## src/rtl/cache_arbiter_pkg.sv

```systemverilog
// Shared mux/select and FSM types for the L1 cache arbiter.
// Imported by the arbiter and by anything that decodes arb_sel.
package cache_arbiter_pkg;

  typedef enum logic {
    d_cache = 1'b0,
    i_cache = 1'b1
  } arbiteraddressmux_sel_t;

  typedef enum logic [1:0] {
    IDLE    = 2'd0,
    SERVE_I = 2'd1,
    SERVE_D = 2'd2
  } arbitermux_state_t;

endpackage

```

## src/rtl/cache_arbiter.sv

```systemverilog
// Round-robin arbiter putting the L1 I-cache and D-cache onto one
// physical-memory port, one whole cache-line transaction at a time.
module cache_arbiter
  import cache_arbiter_pkg::*;
#(
  parameter int ADDR_WIDTH = 32,
  parameter int LINE_WIDTH = 256
) (
  input  logic                   clk,
  input  logic                   rst_n,
  input  logic                   icache_read,
  input  logic [ADDR_WIDTH-1:0]  icache_address,
  output logic [LINE_WIDTH-1:0]  icache_rdata,
  output logic                   icache_resp,
  input  logic                   dcache_read,
  input  logic                   dcache_write,
  input  logic [ADDR_WIDTH-1:0]  dcache_address,
  input  logic [LINE_WIDTH-1:0]  dcache_wdata,
  output logic [LINE_WIDTH-1:0]  dcache_rdata,
  output logic                   dcache_resp,
  output logic                   pmem_read,
  output logic                   pmem_write,
  output logic [ADDR_WIDTH-1:0]  pmem_address,
  output logic [LINE_WIDTH-1:0]  pmem_wdata,
  input  logic [LINE_WIDTH-1:0]  pmem_rdata,
  input  logic                   pmem_resp,
  output arbiteraddressmux_sel_t arb_sel
);

  arbitermux_state_t      state_q, state_d;
  arbiteraddressmux_sel_t last_q, last_d;
  arbiteraddressmux_sel_t sel_q, sel_d;
  logic [ADDR_WIDTH-1:0]  addr_q, addr_d;
  logic [LINE_WIDTH-1:0]  wdata_q, wdata_d;
  logic                   wr_q, wr_d;

  logic i_req, d_req, grant_i, grant_d, busy;

  always_comb begin
    i_req   = icache_read;
    d_req   = dcache_read | dcache_write;
    // On a tie, the cache that did not go last wins.
    grant_i = i_req & (~d_req | (last_q == d_cache));
    grant_d = d_req & ~grant_i;

    state_d = state_q;
    last_d  = last_q;
    sel_d   = sel_q;
    addr_d  = addr_q;
    wdata_d = wdata_q;
    wr_d    = wr_q;

    unique case (state_q)
      IDLE: begin
        unique case (1'b1)
          grant_i: begin
            state_d = SERVE_I;
            sel_d   = i_cache;
            addr_d  = icache_address;
            wr_d    = 1'b0;
          end
          grant_d: begin
            state_d = SERVE_D;
            sel_d   = d_cache;
            addr_d  = dcache_address;
            wr_d    = dcache_write;
            if (dcache_write) wdata_d = dcache_wdata;
          end
          default: ;
        endcase
      end
      SERVE_I: begin
        if (pmem_resp) begin
          state_d = IDLE;
          last_d  = i_cache;
        end
      end
      SERVE_D: begin
        if (pmem_resp) begin
          state_d = IDLE;
          last_d  = d_cache;
        end
      end
      default: state_d = IDLE;
    endcase
  end

  always_ff @(posedge clk or negedge rst_n) begin
    if (!rst_n) begin
      state_q <= IDLE;
      last_q  <= i_cache;
      sel_q   <= d_cache;
      addr_q  <= '0;
      wdata_q <= '0;
      wr_q    <= 1'b0;
    end else begin
      state_q <= state_d;
      last_q  <= last_d;
      sel_q   <= sel_d;
      addr_q  <= addr_d;
      wdata_q <= wdata_d;
      wr_q    <= wr_d;
    end
  end

  always_comb begin
    busy         = (state_q != IDLE);
    pmem_read    = busy & ~wr_q;
    pmem_write   = busy & wr_q;
    pmem_address = addr_q;
    pmem_wdata   = wdata_q;
    icache_rdata = pmem_rdata;
    dcache_rdata = pmem_rdata;
    icache_resp  = (state_q == SERVE_I) & pmem_resp;
    dcache_resp  = (state_q == SERVE_D) & pmem_resp;
    arb_sel      = sel_q;
  end

  a_no_rd_wr: assert property (
    @(posedge clk) disable iff (!rst_n)
    !(dcache_read && dcache_write)
  );

endmodule

```

## config.mk

```make
export PLATFORM = sky130hd
export DESIGN_NAME = cache_arbiter
export DESIGN_NICKNAME = d
export VERILOG_FILES = /design/src/rtl/cache_arbiter_pkg.sv /design/src/rtl/cache_arbiter.sv
export SDC_FILE = /design/constraint.sdc
export NUM_CORES = 1
export LEC_CHECK = 0
export ABC_AREA = 1
export BUFFER_PORTS_ARGS = -buffer_cell sky130_fd_sc_hd__buf_2
export CORE_AREA = 4 4 539 541
export CTS_BUF_LIST = sky130_fd_sc_hd__clkbuf_16
export DETAILED_ROUTE_END_ITERATION = 10
export DIE_AREA = 0 0 543 545
export GPL_ROUTABILITY_DRIVEN = 0
export PLACE_DENSITY = 0.3
export SLEW_MARGIN = 15
export SYNTH_ARGS = -nofsm -noshare
export SYNTH_HDL_FRONTEND = slang
export SYNTH_SLANG_ARGS = --single-unit
```

## constraint.sdc

```tcl
create_clock -name clk -period 1.84 [get_ports clk]
set_input_delay 0.368 -clock clk [delete_from_list [all_inputs] [get_ports clk]]
set_output_delay 0.368 -clock clk [all_outputs]
set_load 0.005 [all_outputs]
```

## Yosys cells after proc, flatten, opt, wreduce, memory -nomap -nowiden

Index checks and enable logic that the tools add are counted.

| storage, ports and cells | value |
|---|---|
| register bits | 293 |
| bits of input ports | 582 |
| output and inout bits | 805 |
| word-level logic and storage cells | 42 |

| cells by class | value |
|---|---|
| eq/ne operators | 6 |
| multiplexer cells | 9 |
| bitwise operators | 12 |
| reductions and logical operators | 9 |

Operators with widths:

| cell | count |
|---|---|
| case mux 32 bit (2 select lines) | 1 |
| case mux 2 bit (2 select lines) | 2 |
| AND 1 bit | 6 |
| case mux 1 bit (2 select lines) | 3 |
| AND reduction 3 bit | 2 |
| nonzero test 2 bit | 3 |
| inequality test 2 bit (second input constant) | 2 |
| NOT 1 bit | 4 |
| AND reduction 2 bit | 2 |
| inequality test 3 bit (second input constant) | 1 |
| == test 2 x 1 -> 1 bit (second input constant) | 1 |
| == test 2 bit (second input constant) | 1 |
| zero test 2 bit | 1 |
| 2-to-1 mux 1 bit | 2 |
| 2-to-1 mux 2 bit | 1 |
| inequality test 2 x 1 -> 1 bit (second input constant) | 1 |
| OR 1 bit | 2 |
| OR reduction 2 bit | 1 |

## Logic depth before layout (Yosys ltp)

Gate-level depths: netlist of the first run.

| logic depth | value |
|---|---|
| depth after elaboration | 8 |
| mapped depth | 10 |
| depth with buffers taken out | 7 |

## Least setup slack after synthesis of the first run

Ideal clock, no wire load.

| timing | value |
|---|---|
| path type | register -> register |
| start point | register state_q[0] |
| end point | register wr_q |
| library setup time | 0.127 ns |
| data arrival time | 1.365 ns |
| required time | 1.713 ns |
| path slack | 0.347 ns |
| cell stages (with the launch flop) | 10 |
| path buffers | 3 |
| period minus slack after synthesis | 1.493 ns |
| cell sequence | dfrtp_1 > inv_1 > ha_1 > buf_2 > nand2_1 > inv_2 > nand2_1 > buf_2 > buf_4 > o21ai_0 |

| between the ends | value |
|---|---|
| word-level cells in the longest chain between the ends | 2 |

Ends and longest elaborated chain:

| element | line | text |
|---|---|---|
| start: declaration | cache_arbiter.sv:30 | `arbitermux_state_t state_q, state_d;` |
| start signal: assignment | cache_arbiter.sv:97 | `state_q <= state_d;` |
| zero test 2 bit | cache_arbiter.sv:53 | `unique case (state_q)` |
| AND reduction 2 bit (no line) | n/a |  |
| end signal: assignment | cache_arbiter.sv:102 | `wr_q <= wr_d;` |
| end: declaration | cache_arbiter.sv:35 | `logic wr_q, wr_d;` |

Every way passes these cells.
A chain may end at the register's enable or synchronous reset.

## Worst setup path in the final report of the first run

| timing | value |
|---|---|
| start point | register state_q[0] |
| end point | output pmem_write |

| between the ends | value |
|---|---|
| word-level cells in the longest chain between the ends | 2 |

Ends and longest elaborated chain:

| element | line | text |
|---|---|---|
| nonzero test 2 bit | cache_arbiter.sv:107 | `busy = (state_q != IDLE);` |
| AND 1 bit | cache_arbiter.sv:109 | `pmem_write = busy & wr_q;` |
| end: declaration | cache_arbiter.sv:22 | `output logic pmem_write,` |

Every way passes these cells.

==> metrics.cfg, run 1 <==
[detailed_routing]
drt_iter0_drc = 911
ant_nets = 0
routed_wl_mm = 147.2
drtPass1Iterations = 4
routed-via-count = 14730
viasPerCell = 2.396
drc = 0
wire_per_inst_um = 23.95

[cts]
clk_latency_ns = 0.68
clkSinkCount = 293
cts_buffers = 47
cts_tree = done
clk_pin_slew_ns = 0.07
cts_max_level = 2
root_buffer = clkbuf_16
clock_path_buffers = 3

[worst_setup_path]
critical_path_class = register to output pin
arrival_ns = 1.74
worstSetupEndpointType = output pin
cpMostUsedCell = buf_12
start_kind = register
slowest_stage = dfrtp_1
max_stage_delay_ns = 0.36
critical_path.cell_chain = inv_2 > ha_4 > buf_12 > nor2_4 > buf_12
crit_required_ns = 1.47
critPathMaxFanout = 3

[timing]
max_freq_mhz = 475.4
skew_ns = 0.04300
period_minus_slack_ns = 2.104
setup_viol = 4
hold_viol_final = 0
drv_slew = 0
whs_ns = 0.06835
tightest_slew_ns = 0.3840
timing.final.crit_share_pct = 114.3
rsz0062_at_grt = true
setup_slack_ns = -0.2637
slew_headroom_pct = 74.40

[power]
pwr-share-clk_pct = 24.6
irDropWorstVdd_uv = 755.4
power_density_nw_per_um2 = 1480
total_power_mw = 37.63
p_seq_share_pct = 30.5
p_int_mw = 20.88
switching_power_mw = 16.75
power_leakage_nw = 11.80
comb_power_share_pct = 44.9
swShare_pct = 44.51

[yosys]
synth_nets = 2458
yosys_warnings = 0
synth-edff-count = 0
ys.flop_type = dfrtp_1
yosys.cell_types.count = 17
seq_area_frac_synth_pct = 46.50
syn_avg_cell_area_um2 = 8.419
yosys.area.top_type = dfrtp_1
synthCells = 1873
synthArstFlopShare_pct = 100.0
synth.area.top_cells = dfrtp_1 (46%), buf_4 (25%), nand2_1 (14%)
synth-seq-cells = 293
syn-cell-area_um2 = 15770
synth.top_cell.area_share_pct = 46.34

[global_routing]
grt_max_degree = 74
antenna_found_initial = 57
met1_usage_pct = 8.740
grt_use_met3_pct = 8.477
grt_overflow_total = 0
grt_pass1_vias = 15470
grtUsageMet2_pct = 13.53
gr-max-usage-layer = met2
grt_pass1_wl_mm = 177.6
grt_use_total_pct = 9.343

[run_status]
status = finished with violations
violations = setup timing

[floorplan]
die_y_um = 545
ios = 1387
floorplan.rows = 196
core_um2 = 285000
chipWidth_um = 543
dieArea_um2 = 295900
start_util_pct = 5.534

[cells_and_area]
seqCellArea_um2 = 7335
final_nets = 2918
layout.cells.non_filler = 6145
multiInputGateArea_um2 = 4099
layout.filler_cells = 33310
finalInstanceArea_um2 = 25430
syn_to_final_growth_pct = 61.28
drive_gt1_share_pct = 34.49

[placed_design]
dp.cells = 5724
portBuffers = 618
dpl.hpwl_mm = 125.6
place_area_um2 = 20280

[worst_hold_path]
min_path_type = input pin to register

[flow_run]
maxCapViolCount = 0

-- area by class of cell --
cell class | count | share of cell area (%)
timing repair buffer | 1022 | 29.82
multi-input combinational | 936 | 16.12
inverter | 33 | 0.5461
sequential | 293 | 28.84
antenna | 11 | 0.1082
tap | 3762 | 18.51
clock buffer | 48 | 4.723
clock inverter | 40 | 1.333
-- Yosys cell counts, types with 2 or more instances --
| master | number |
|---|---|
| buf_1 | 3 |
| nand3_1 | 333 |
| ha_1 | 3 |
| inv_1 | 32 |
| o21ai_2 | 2 |
| o21ai_0 | 3 |
| nor2_1 | 5 |
| buf_4 | 515 |
| nand2_1 | 587 |
| dfrtp_1 | 292 |
| buf_2 | 85 |
| clkbuf_1 | 8 |
-- worst max-delay path: cells and delay by family (launching register included) --
kind	cells	cell delay (ns)
flops	1	0.36
buf+inv	3	0.33
fa+ha+maj	1	0.16
simple gates	1	0.16
-- timing repair --
item                                    in CTS  in global routing
gates cloned                                 3                  7
hold buffers                               303                  0
endpoints found under the hold margin      487                  0
setup buffers                                4                  9
endpoints found under the setup margin      39                135
gates resized for setup                     45                  9
pin swaps                                    5                  1
-- power by group through the flow --
| stage | Sequential (mW) | Combinational [mW] | Clock [mW] |
|---|---|---|---|
| after floorplan | 11.4 | 5.63 | 0 |
| after global routing | 11.9 | 19.2 | 9.91 |
| after global placement | 11.5 | 16.4 | 0 |
| after detailed placement | 11.5 | 16.4 | 0 |
| final | 11.5 | 16.9 | 9.26 |
| after CTS | 11.5 | 17.6 | 9.76 |
-- placed cells by master (no fill, tap or decap), drive strengths merged, types with 5 or more instances in the layout --
master       instances
buf                711
nand2              587
nand3              333
dlygate4sd3        303
dfrtp              292
clkbuf              55
inv                 43
clkinv              24
diode               11
nor2                 6
bufinv               5
o21ai                5
-- final timing paths --
kind	to	from	depth (start not counted)	slack, ns
worst min register to register	pmem_wdata[115]$_DFFE_PN0P_	pmem_wdata[115]$_DFFE_PN0P_	2	0.46
worst max register to register	pmem_wdata[191]$_DFFE_PN0P_	last_q$_DFFE_PN1P_	8	0.09
min in group asynchronous	pmem_wdata[103]$_DFFE_PN0P_	rst_n	2	0.13
worst max-delay path	pmem_write	state_q[0]$_DFFE_PN0P_	5	-0.26
max in group asynchronous	pmem_address[31]$_DFFE_PN0P_	rst_n	4	0.90
worst min-delay path	pmem_wdata[93]$_DFFE_PN0P_	dcache_wdata[93]	3	0.07
-- metrics by stage --
stage               util [%]  setup slack (ns)  setup TNS, ns
floorplan                  -            0.3474              0
global placement       7.117          0.006322              0
detailed placement     7.117        -0.0007923     -0.0007923
CTS                    8.821           -0.4107         -1.316
global route           8.921           -0.3897         -1.320
finish                 8.925           -0.2637        -0.8421
-- cells by family (layout without fill, tap and decap cells) --
family	Yosys count	count (layout)	share of synthesized area (%)
adder cells (fa/ha/maj)	3	3	0.2381
other	0	11	0
buffers and inverters	644	1143	28.26
AO/OA/AOI/OAI	7	7	0.2936
AND/OR/NAND/NOR	926	926	24.70
flip-flops	293	293	46.50
-- sequential cells by signal (all words and copies together) (netlist names) --
| name | flops |
|---|---|
| wr_q | 1 |
| last_q | 1 |
| pmem_wdata | 256 |
| pmem_address | 32 |
| state_q | 2 |
| arb_sel | 1 |
-- metal layers --
metal | part of all wire [%] | routed length [µm]
met1 | 33 | 48100
met2 | 41 | 60460
met3 | 20 | 29220
met5 | 0.25 | 368
met4 | 6.1 | 9032
No activity file was read; power rests on OpenSTA's default activity.
==> run 2: changes to the inputs <==
--- a/config.mk
+++ b/config.mk
@@ -7,12 +7,14 @@
 export LEC_CHECK = 0
 export ABC_AREA = 1
 export BUFFER_PORTS_ARGS = -buffer_cell sky130_fd_sc_hd__buf_2
-export CORE_AREA = 4 4 539 541
+export CELL_PAD_IN_SITES_DETAIL_PLACEMENT = 0
+export CELL_PAD_IN_SITES_GLOBAL_PLACEMENT = 1
+export CORE_AREA = 4 4 531 533
 export CTS_BUF_LIST = sky130_fd_sc_hd__clkbuf_16
 export DETAILED_ROUTE_END_ITERATION = 10
-export DIE_AREA = 0 0 543 545
+export DIE_AREA = 0 0 535 537
 export GPL_ROUTABILITY_DRIVEN = 0
-export PLACE_DENSITY = 0.3
+export PLACE_DENSITY = 0.35
 export SLEW_MARGIN = 15
 export SYNTH_ARGS = -nofsm -noshare
 export SYNTH_HDL_FRONTEND = slang
==> run 2 against run 1 <==
Compared with the run above: the run still ends with setup timing left; largest cell class unchanged; cell count down 0.18%; clock power up 3.8%; power down 2.2%; core utilization up 0.38 points; worst setup slack worse by 0.017 ns; sequential share of layout area down 0.33 points; sequential power about the same; clock skew up 0.0080 ns.
==> metrics.cfg, run 2 (synthesized netlist as in run 1, its figures left out) <==
[flow_run]
maxCapViolCount = 0  ; unchanged

[cells_and_area]
drive_gt1_share_pct = 34.90  ; +0.42 points
final_common_cell = buf_2
finalInstanceArea_um2 = 25730  ; +1.2%
mostFrequentLayoutCells = buf_2 (607), nand2_1 (584), nand3_1 (331)
final_nets = 2966  ; +1.6%
largest_reg_flops = 256  ; unchanged
fin_util_pct = 9.304  ; +0.38 points
syn_to_final_growth_pct = 63.14

[global_routing]
antenna_found_initial = 28  ; -51%
grt_use_total_pct = 8.375  ; -0.97 points
grt_max_degree = 61  ; -18%
grt_pass1_vias = 15290  ; -1.2%
grt_pass1_wl_mm = 158.9  ; -11%
grt_overflow_total = 0  ; unchanged

[timing]
setup_viol = 4  ; unchanged
max_freq_mhz = 471.6  ; -0.80%
hold_viol_final = 0  ; unchanged
timing.final.crit_share_pct = 115.3  ; +0.92 points
whs_ns = 0.07235  ; +0.003997 ns
tightest_slew_ns = 0.3976  ; +0.01361 ns
skew_ns = 0.05098  ; +0.007982 ns
setup_slack_ns = -0.2806  ; -0.01694 ns
period_minus_slack_ns = 2.121  ; +0.01694 ns
slew_headroom_pct = 73.49  ; -0.91 points
drv_slew = 0  ; unchanged
rsz0062_at_grt = true

[cts]
cts_max_level = 2  ; unchanged
cts_buffers = 49  ; +4.3%
root_buffer = clkbuf_16
cts_tree = done
clock_path_buffers = 3  ; unchanged
clk_latency_ns = 0.69  ; about the same
clk_pin_slew_ns = 0.06  ; about the same
clkSinkCount = 293  ; unchanged

[placed_design]
portBuffers = 618  ; unchanged
place_area_um2 = 20410  ; +0.66%
dpl.hpwl_mm = 106.3  ; -15%

[detailed_routing]
drtPass1Iterations = 4  ; unchanged
routed_wl_mm = 127.0  ; -14%
ant_nets = 0  ; unchanged
wire_per_inst_um = 20.71  ; -14%
routed-via-count = 14420  ; -2.1%
viasPerCell = 2.351  ; -1.9%
drt_iter0_drc = 626  ; -31%
drc = 0  ; unchanged

[worst_setup_path]
reg2reg_depth = 7  ; -1
slowest_stage = dfrtp_1
worst-r2r-setup-slack_ns = 0.08  ; about the same
arrival_ns = 1.75  ; about the same
reg2reg_to = pmem_wdata[2]$_DFFE_PN0P_
cp.buffers_inverters = 3  ; unchanged
start_kind = register
critPathMaxFanout = 4  ; +1
critical_path.cell_chain = inv_2 > ha_4 > buf_8 > nor2_4 > buf_2
critPathTopFamily = flip-flops
max_stage_delay_ns = 0.37  ; about the same
crit_required_ns = 1.47  ; about the same
critical_path_class = register to output pin
worstSetupEndpointType = output pin
worstSetupStartpoint = state_q[0]$_DFFE_PN0P_
r2r_start = last_q$_DFFE_PN1P_

[power]
p_int_mw = 21.12  ; +1.1%
power_leakage_nw = 11.96  ; +1.4%
switching_power_mw = 15.69  ; -6.3%
swShare_pct = 42.62  ; -1.9 points
p_seq_share_pct = 30.9  ; +0.4 points
pwr-share-clk_pct = 26.1  ; +1.5 points
power_density_nw_per_um2 = 1431  ; -3.3%
comb_power_share_pct = 43.0  ; -1.9 points
irDropWorstVdd_uv = 793.6  ; +5.0%

[floorplan]
dieArea_um2 = 287300  ; -2.9%
floorplan.rows = 193  ; -1.5%
start_util_pct = 5.703  ; +0.17 points
ios = 1387  ; unchanged
core_um2 = 276500  ; -3.0%
chipWidth_um = 535  ; -1.5%
die_y_um = 537  ; -1.5%

[worst_hold_path]
min_path_type = input pin to register
min_to = pmem_wdata[12]$_DFFE_PN0P_
hold_start = dcache_wdata[12]
whs_path_depth = 3  ; unchanged

[run_status]
violations = setup timing
status = finished with violations

run 2: cell types whose count changed in the layout (fill, tap and decap cells not counted), moves of 3 or more:
cell,before,now
nand2_2,3,0
clkinv_2,13,7
clkinvlp_4,1,5
clkinv_4,1,4
inv_1,35,32
nand2_1,581,584
dlygate4sd3_1,303,320
buf_2,603,607
inv_6,4,1
buf_4,67,95
run 2: layout make-up:
class,instances,area (µm²)
Clock buffer,49,1226
Sequential cell,293,7335
Clock inverter,39,399.1
Fill cell,32270,250800
Multi-Input combinational cell,936,4089
Tap cell,3705,4636
Antenna cell,11,27.53
Timing Repair Buffer,1068,7878
Inverter,33,136.4
run 2: metrics by stage:
stage / instances / total power, mW / setup slack (ns) / setup TNS, ns
6_report: 6134 / 36.81 / -0.2806 / -0.8646
5_1_grt: 6129 / 40.06 / -0.4266 / -1.479
4_1_cts: 6114 / 38.04 / -0.4769 / -1.582
3_5_place_dp: 5697 / 26.67 / -0.1752 / -1.010
3_3_place_gp: 5697 / 26.71 / -0.1775 / -0.5285
2_1_floorplan: 1873 / 17.00 / 0.3474 / 0
run 2: power groups by stage:
| stage | Sequential [mW] | Clock (mW) | Combinational, mW |
|---|---|---|---|
| 6_report | 11.4 | 9.61 | 15.8 |
| 5_1_grt | 11.8 | 10.4 | 17.9 |
| 4_1_cts | 11.4 | 10.3 | 16.3 |
| 3_5_place_dp | 11.5 | 0 | 15.2 |
| 3_3_place_gp | 11.5 | 0 | 15.2 |
| 2_1_floorplan | 11.4 | 0 | 5.63 |
run 2: routing by layer:
metal	vias to the layer above	wire (µm)	global-route usage [%]
li1	6457	-	-
met1	6602	42520	8.099
met2	924	52310	12.10
met3	434	23100	6.822
met4	2	9076	5.526
met5	-	13	0
run 2: repair_timing:
item                                    in CTS  in global routing
gates cloned                                 1                  5
pin swaps                                    3                  1
resized for setup                           38                 11
hold endpoints to repair                   514                  0
endpoints found under the setup margin     146                 42
setup buffers                                8                  4
hold buffers                               320                  0
run 2: how the worst max path moves through the flow:
stage | end | slack [ns] | cells past startpoint
floorplan | wr_q$_DFFE_PN0P_ | 0.35 | 9
global placement | pmem_read | -0.18 | 5
detailed placement | pmem_read | -0.18 | 5
CTS | pmem_read | -0.48 | 5
global route | pmem_read | -0.43 | 5
finish | pmem_read | -0.28 | 5
run 2: worst min-delay path: cells and delay by family:
kind | cells | cell delay (ns)
buf+inv | 1 | 0.13
simple gates | 2 | 0.17
